<file path="config.mk">
export PLATFORM = sky130hd
export DESIGN_NAME = reaction_timer_mp
export DESIGN_NICKNAME = d
export VERILOG_FILES = /design/src/rtl/reaction_timer_mp.sv
export SDC_FILE = /design/constraint.sdc
export NUM_CORES = 1
export LEC_CHECK = 0
export CAP_MARGIN = 10
export CELL_PAD_IN_SITES_DETAIL_PLACEMENT = 1
export CELL_PAD_IN_SITES_GLOBAL_PLACEMENT = 1
export CORE_ASPECT_RATIO = 0.8
export CORE_MARGIN = 2
export CORE_UTILIZATION = 25
export DETAILED_ROUTE_END_ITERATION = 12
export GPL_ROUTABILITY_DRIVEN = 0
export PLACE_DENSITY_LB_ADDON = 0.1
export SLEW_MARGIN = 20
export SYNTH_ARGS = -nofsm -noshare
export SYNTH_HDL_FRONTEND = slang
export SYNTH_SLANG_ARGS = --single-unit
</file>
<file path="constraint.sdc">
create_clock -name clk -period 8.2 [get_ports clk]
set_input_delay 1.64 -clock clk [delete_from_list [all_inputs] [get_ports clk]]
set_output_delay 1.64 -clock clk [all_outputs]
set_load 0.02 [all_outputs]
</file>
<file path="src/rtl/reaction_timer_mp.sv">
// reaction_timer_mp: multi-player reaction timer with random wait, BCD ms timing, fouls, winner and best-time records
module reaction_timer_mp #(
    parameter int CLK_HZ       = 50_000_000,
    parameter int PLAYERS      = 2,
    parameter int DIGITS       = 4,
    parameter int MIN_DELAY_MS = 1000,
    parameter int DELAY_STEPS  = 6
) (
    input  logic                        clk,
    input  logic                        reset,
    input  logic                        start,
    input  logic [PLAYERS-1:0]          stop,
    input  logic                        clear_record,
    output logic [PLAYERS*4*DIGITS-1:0] result_bcd,
    output logic [PLAYERS*4*DIGITS-1:0] best_bcd,
    output logic [PLAYERS-1:0]          foul,
    output logic [2:0]                  winner,
    output logic                        winner_valid,
    output logic [1:0]                  phase,
    output logic                        led
);
    localparam int W = 4 * DIGITS;
    localparam int DIV = CLK_HZ / 1000;
    localparam int PW = $clog2(DIV + 1);
    localparam logic [W-1:0] ALL9 = {DIGITS{4'h9}};
    typedef enum logic [1:0] {IDLE, WAIT, TIMING, RESULT} state_t;
    state_t state, state_n;
    logic [7:0] lfsr;
    logic [PW-1:0] presc;
    logic [31:0] wait_cnt, target, delay_ms;
    logic [PLAYERS-1:0] stopped, active, lock_now, cand, at9;
    logic tick, go, expire, sat, to_result, enter_timed, win_ok;
    logic [2:0] win_idx;
    logic [W-1:0] win_val;
    function automatic logic [W-1:0] bcd_inc(input logic [W-1:0] v);
        logic [W-1:0] r;
        logic c;
        r = v;
        c = 1'b1;
        for (int d = 0; d < DIGITS; d++) begin
            if (c) begin
                if (r[d*4 +: 4] == 4'd9) r[d*4 +: 4] = 4'd0;
                else begin
                    r[d*4 +: 4] = r[d*4 +: 4] + 4'd1;
                    c = 1'b0;
                end
            end
        end
        return r;
    endfunction
    assign tick        = presc == PW'(DIV - 1);
    assign go          = !start && (state == IDLE || state == RESULT);
    assign delay_ms    = 32'(MIN_DELAY_MS) + 32'd1000 * (32'(lfsr) % 32'(DELAY_STEPS));
    assign expire      = state == WAIT && tick && (wait_cnt + 32'd1 >= target);
    assign active      = ~foul & ~stopped;
    assign lock_now    = state == TIMING ? active & ~stop : '0;
    assign cand        = stopped | lock_now;
    assign sat         = state == TIMING && tick && |(active & at9);
    assign to_result   = state_n == RESULT && state != RESULT;
    assign enter_timed = (state_n == WAIT || state_n == TIMING) && state_n != state;
    assign phase       = state;
    assign led         = state == TIMING;
    always_comb begin
        state_n = state;
        case (state)
            IDLE:    state_n = go ? WAIT : IDLE;
            WAIT:    state_n = &(foul | ~stop) ? RESULT : (expire ? TIMING : WAIT);
            TIMING:  state_n = (&(foul | stopped | ~stop) || sat) ? RESULT : TIMING;
            default: state_n = go ? WAIT : RESULT;
        endcase
    end
    // Lowest index wins ties because only a strictly smaller value replaces the leader
    always_comb begin
        at9     = '0;
        win_idx = '0;
        win_ok  = 1'b0;
        win_val = ALL9;
        for (int p = 0; p < PLAYERS; p++) begin
            at9[p] = result_bcd[p*W +: W] == ALL9;
            if (cand[p] && (!win_ok || result_bcd[p*W +: W] < win_val)) begin
                win_idx = 3'(p);
                win_ok  = 1'b1;
                win_val = result_bcd[p*W +: W];
            end
        end
    end
    always_ff @(posedge clk) state <= reset ? IDLE : state_n;
    always_ff @(posedge clk) begin
        if (reset) begin
            lfsr         <= 8'h01;
            presc        <= '0;
            wait_cnt     <= '0;
            target       <= '0;
            result_bcd   <= '0;
            best_bcd     <= {PLAYERS{ALL9}};
            foul         <= '0;
            stopped      <= '0;
            winner       <= '0;
            winner_valid <= 1'b0;
        end else begin
            lfsr  <= {lfsr[6:0], lfsr[7] ^ lfsr[5] ^ lfsr[4] ^ lfsr[3]};
            presc <= (tick || enter_timed) ? '0 : presc + 1'b1;
            if (go) begin
                target       <= delay_ms;
                wait_cnt     <= '0;
                result_bcd   <= '0;
                foul         <= '0;
                stopped      <= '0;
                winner_valid <= 1'b0;
            end
            if (state == WAIT && tick) wait_cnt <= wait_cnt + 32'd1;
            for (int p = 0; p < PLAYERS; p++) begin
                if (state == WAIT && !stop[p]) begin
                    foul[p]              <= 1'b1;
                    result_bcd[p*W +: W] <= ALL9;
                end
                // A stop in a tick cycle keeps the pre-increment value
                if (state == TIMING && active[p]) begin
                    if (!stop[p]) stopped[p] <= 1'b1;
                    else if (sat) result_bcd[p*W +: W] <= ALL9;
                    else if (tick) result_bcd[p*W +: W] <= bcd_inc(result_bcd[p*W +: W]);
                end
            end
            if (to_result) begin
                winner       <= win_idx;
                winner_valid <= win_ok;
                for (int p = 0; p < PLAYERS; p++)
                    if (cand[p] && result_bcd[p*W +: W] < best_bcd[p*W +: W])
                        best_bcd[p*W +: W] <= result_bcd[p*W +: W];
            end
            if (clear_record) best_bcd <= {PLAYERS{ALL9}};
        end
    end
endmodule

</file>
# After elaboration in Yosys (flattened, before gate mapping)
# Index checks and enable logic that the tools add are counted.
# W data, S select, Z words.
# totals
reg_bits	162
out_inout_bits	73
wordCells	197
# classes
addsub	11
n_mul	1
n_div	1
order_cmp	4
eq_ne	25
muxes	88
n_bitwise	13
reduce_logical	35
# op_table
operator	count
$mux W16	11
$mux W32	3
$mux W4	14
$mux W1	53
$eq A16 B16 Y1 const B	3
$lt A16 B16 Y1	3
$add A10 B32 Y32 const A	1
$add A32 B1 Y32 const B	1
$add A4 B1 Y4 const B	8
$eq A4 B4 Y1 const B	8
$ge A32 B32 Y1	1
$mod A8 B3 Y32 const B	1
$mul A7 B32 Y29 const A	1
$ne A5 B4 Y1 const B	6
$add A16 B1 Y16 const B	1
$logic_and A1 B1 Y1	14
$mux W2	6
$eq A2 B2 Y1 const B	4
$or A2 B2 Y2	4
$reduce_and A2 Y1	4
$reduce_bool A2 Y1	4
$and A2 B2 Y2	3
$not A2 Y2	3
$pmux W2 S3	1
8 further kinds	20

# Depth between registers and ports, before layout
# logic_depth
depth_word	26
ltp_mapped	35
ltp_nobuf	33

# Least setup slack after synthesis
# OpenSTA, ideal clock, no wires.
# synth_timing
path_kind	flip-flop to flip-flop
start	reg lfsr[6]
end	reg target[31]
setup_ns	0.086
arrival_ns	8.394
setup_slack_ns	-0.279
path_stages_with_launch	34
path_buffers	3
cell_sequence	dfxtp_1 -> clkbuf_1 -> ha_1 -> nand3b_1 -> a32oi_1 -> o21ai_1 -> a211oi_2 -> o21ai_2 -> a211oi_2 -> a21oi_1 -> a21oi_1 -> inv_2 -> nor2_2 -> inv_2 -> and2_1 -> ha_1 -> nor2_1 -> fa_1 -> fa_1 -> fa_1 -> inv_1 -> ha_1 -> clkbuf_1 -> a21oi_1 -> nand2_1 -> a2111oi_2 -> a211oi_1 -> o31a_1 -> a31oi_1 -> or4b_1 -> buf_2 -> nor4_1 -> xnor2_1 -> a211oi_1
# synth_between
elab_chain_cells	3
# synth_lines
element	line_no	rtl
from (decl)	28	logic [7:0] lfsr;
from (signal assigned)	101	lfsr <= {lfsr[6:0], lfsr[7] ^ lfsr[5] ^ lfsr[4] ^ lfsr[3]};
$mod A8 B3 Y32	53	assign delay_ms = 32'(MIN_DELAY_MS) + 32'd1000 * (32'(lfsr) % 32'(DELAY_STEPS));
$mul A7 B32 Y29	53	
$add A10 B32 Y32	53	
to (signal assigned)	104	target <= delay_ms;
to (decl)	30	logic [31:0] wait_cnt, target, delay_ms;
# No other way between the ends.
# A chain may end at the register's enable or synchronous reset.

# Worst setup path after layout
# layout_timing
start	reg lfsr[6]
end	reg target[28]
# Same word-level chain as after synthesis.

==> flow_summary.json <==
{
  "wire_per_inst_um": 16.5,
  "startpoint": "lfsr[6]$_SDFF_PP0_",
  "final_area_mm2": 0.0187,
  "ys_seq_area_frac": 0.211,
  "synth_area_mm2": 0.0149,
  "synthDistinctLibCells": 97,
  "drcViolationCount": 0,
  "report.final.slew_viol_count": 0,
  "grt_max_degree": 68,
  "cp_max_fo": 10,
  "cts_num_sinks": 157,
  "ys.flop_type": "dfxtp_1",
  "layout-area-overhead-vs-synth_pct": 25.7,
  "start_util": 0.254,
  "pwr_density_cell_mw_per_mm2": 204,
  "grt_pass1_vias": 14400,
  "fin_nets": 2274,
  "crit_type": "reg2reg",
  "design_power_total_mw": 3.82,
  "ios": 79,
  "drtAntennaViolNets": 0,
  "core.rowCount": 79,
  "die_h_um": 222,
  "cts_hold_buffers": 0,
  "worst_pin_slew_ps": 1080,
  "hold_viol_final": 0,
  "io_buffers": 76,
  "maxCapViolCount": 0,
  "worstReg2RegStart": "lfsr[6]$_SDFF_PP0_",
  "synthCells": 1872,
  "cp.required_ps": 8590,
  "routed-via-count": 13700,
  "grt_first_pass_wirelength_mm": 76.7,
  "tritoncts": "done",
  "hold_start": "target[29]$_SDFFE_PP0P_",
  "end_kind": "flip-flop",
  "core_area_mm2": 0.0585,
  "synth_warnings": 0,
  "cp.arrival_ps": 8330,
  "fin_skew_ps": 15.8,
  "period_needed_ps": 7940,
  "dieArea_mm2": 0.0615,
  "clock_latency_ps": 460,
  "synth_edf_count": 0,
  "max_freq_mhz": 126,
  "crit_path_start_kind": "flip-flop",
  "p_leak_nw": 7.61,
  "timing.final.ws_setup_ps": 263,
  "avgSynthCellArea_um2": 7.95,
  "drt_iter0_drc": 515,
  "relSlewSlack": 0.276,
  "cts_root_buf": "clkbuf_16",
  "dp_cells": 2773,
  "diodes": 0,
  "post-route-period-util": 0.968,
  "grt_usage": 0.153,
  "die_w_um": 277,
  "h-tree-depth": 4,
  "via_per_inst": 4.85,
  "yosys_register_bits": 157,
  "min_path_type": "reg2reg",
  "instances_no_fill": 2834,
  "status": "complete, no violations",
  "grt-ovfl-total": 0,
  "peakVddDrop_mv": 0.144,
  "antenna_found_initial": 2,
  "rsz0062_at_grt": "true",
  "first_pass_iters": 5,
  "dp_hpwl_mm": 35.7,
  "cts_buffer_depth": 2,
  "place_ws_ps": -147,
  "finalWirelength_mm": 46.7,
  "whs_ps": 456,
  "drive_above_1_share": 0.154,
  "async_flop_share": 0,
  "place_area_mm2": 0.0172,
  "finalSetupViolations": 0,
  "numCtsBuffers": 17,
  "path_clk_slew_ps": 70
}
[path summary, 6_finish.rpt]
check	end	slack (ps)	cells after the start
max	target[28]$_SDFFE_PP0P_	260	27
min	target[29]$_SDFFE_PP0P_	460	2
max reg2reg	target[28]$_SDFFE_PP0P_	260	27
min reg2reg	target[29]$_SDFFE_PP0P_	460	2
[what timing repair did]
action	4_1_cts	5_1_grt
setup buffers	0	29
setup endpoints to repair	5	11
pin swaps	3	51
gates resized for setup	8	125
[per-stage QoR]
step	setup TNS, ps	util
after CTS	0	0.306
after detailed placement	-503	0.295
final	0	0.320
after floorplan	0	-
after global routing	-547	0.320
after global placement	-93.9	0.295
[per-layer routing]
layer	part of all wire	vias up	routed length, µm	global-route usage
li1	-	6797	-	-
met1	0.53	6809	24800	0.225
met2	0.44	109	20300	0.238
met3	0.026	26	1240	0.0216
met4	0.0079	2	370	0.0284
met5	0.00024	-	11	0
[worst max-delay path, cell delays in order, from the launching register on]
cell and delay (ps):
dfxtp_2 340, ha_4 260, nand3b_1 200, a31oi_2 250, buf_4 150, o211a_1 240
mux2_2 460, o2111ai_1 120, a21oi_1 150, or3_1 430, buf_4 180, ha_1 320
ha_1 290, inv_1 50, fa_1 510, fa_1 520, inv_1 40, ha_1 360
nor2b_4 160, o31a_4 310, o21ai_4 140, a21boi_2 80, or4b_4 540, or4_4 460
or4b_4 530, a21o_4 230, or4_4 480, nand3_2 80
[Yosys cell counts (17+ instances only)]
cell | instances | share of area
nor3_1 | 41 | 0.014
nor2b_1 | 27 | 0.011
nand4_1 | 23 | 0.0097
xnor2_1 | 63 | 0.037
a22oi_1 | 17 | 0.0086
ha_1 | 134 | 0.11
o21ai_0 | 97 | 0.033
nand2b_1 | 17 | 0.0071
nand2_1 | 149 | 0.038
a21o_1 | 35 | 0.018
xor2_1 | 40 | 0.024
clkbuf_1 | 60 | 0.015
mux2i_1 | 39 | 0.026
nor4_1 | 37 | 0.016
nor2_1 | 193 | 0.049
and3_1 | 22 | 0.0092
a211oi_1 | 38 | 0.019
a21oi_1 | 110 | 0.037
inv_1 | 209 | 0.053
dfxtp_1 | 157 | 0.21
fa_1 | 82 | 0.11
nand3_1 | 56 | 0.019
[sequential cells by signal, indices dropped and copies added (netlist names)]
name          flops
best_bcd         32
foul              2
lfsr              8
phase             2
presc            16
result_bcd       32
stopped           2
target           29
wait_cnt         32
winner            1
winner_valid      1
[cell families (layout without fill, tap and decap cells)]
family	Yosys count	after routing	synth area share
flops	157	157	0.211
fa+ha+maj	218	218	0.224
xor+xnor	105	105	0.0632
mux	42	42	0.0285
other cells	2	29	0.000504
compound gates	404	404	0.177
buf+inv	288	454	0.0762
simple gates	656	656	0.219
[cells in the final DEF, fill, tap and decap left out, types with 8 or more instances in the layout]
cell type	netlist	final
nor2b_1	27	26
nand4_1	23	23
a31oi_1	14	9
o21a_1	12	11
mux2i_1	39	38
and3_1	22	22
a211oi_1	38	35
nand3_1	56	53
fa_1	82	81
nor3_1	41	37
o21ai_2	2	9
nand2b_1	17	16
nand2_1	149	146
ha_1	134	118
conb_1	2	29
nor2_1	193	185
buf_4	6	130
clkbuf_16	0	17
o211ai_1	14	14
clkdlybuf4s50_1	0	75
dfxtp_1	157	153
xor2_1	40	39
a22oi_1	17	17
ha_4	0	12
a21oi_1	110	101
o21ai_0	97	87
or2_2	10	8
or3_1	14	14
a21o_1	35	32
xnor2_1	63	56
nor4_1	37	30
inv_1	209	203
[layout make-up]
type	count	area, µm²
clock buffer	18	439
clock inverter	14	156
fill	6965	39800
inverter	211	805
multi-input combinational	1454	11400
sequential	157	3150
tap	769	962
timing repair buffer	211	1810
[power breakdown]
part           internal [mW]  switching, mW  leakage [nW]
registers              0.810         0.0461          1.28
clock network          0.462          0.380         0.292
logic                  0.932           1.19          6.04
total                   2.20           1.61          7.61
Note: power is estimated with default switching activity, not from simulation.
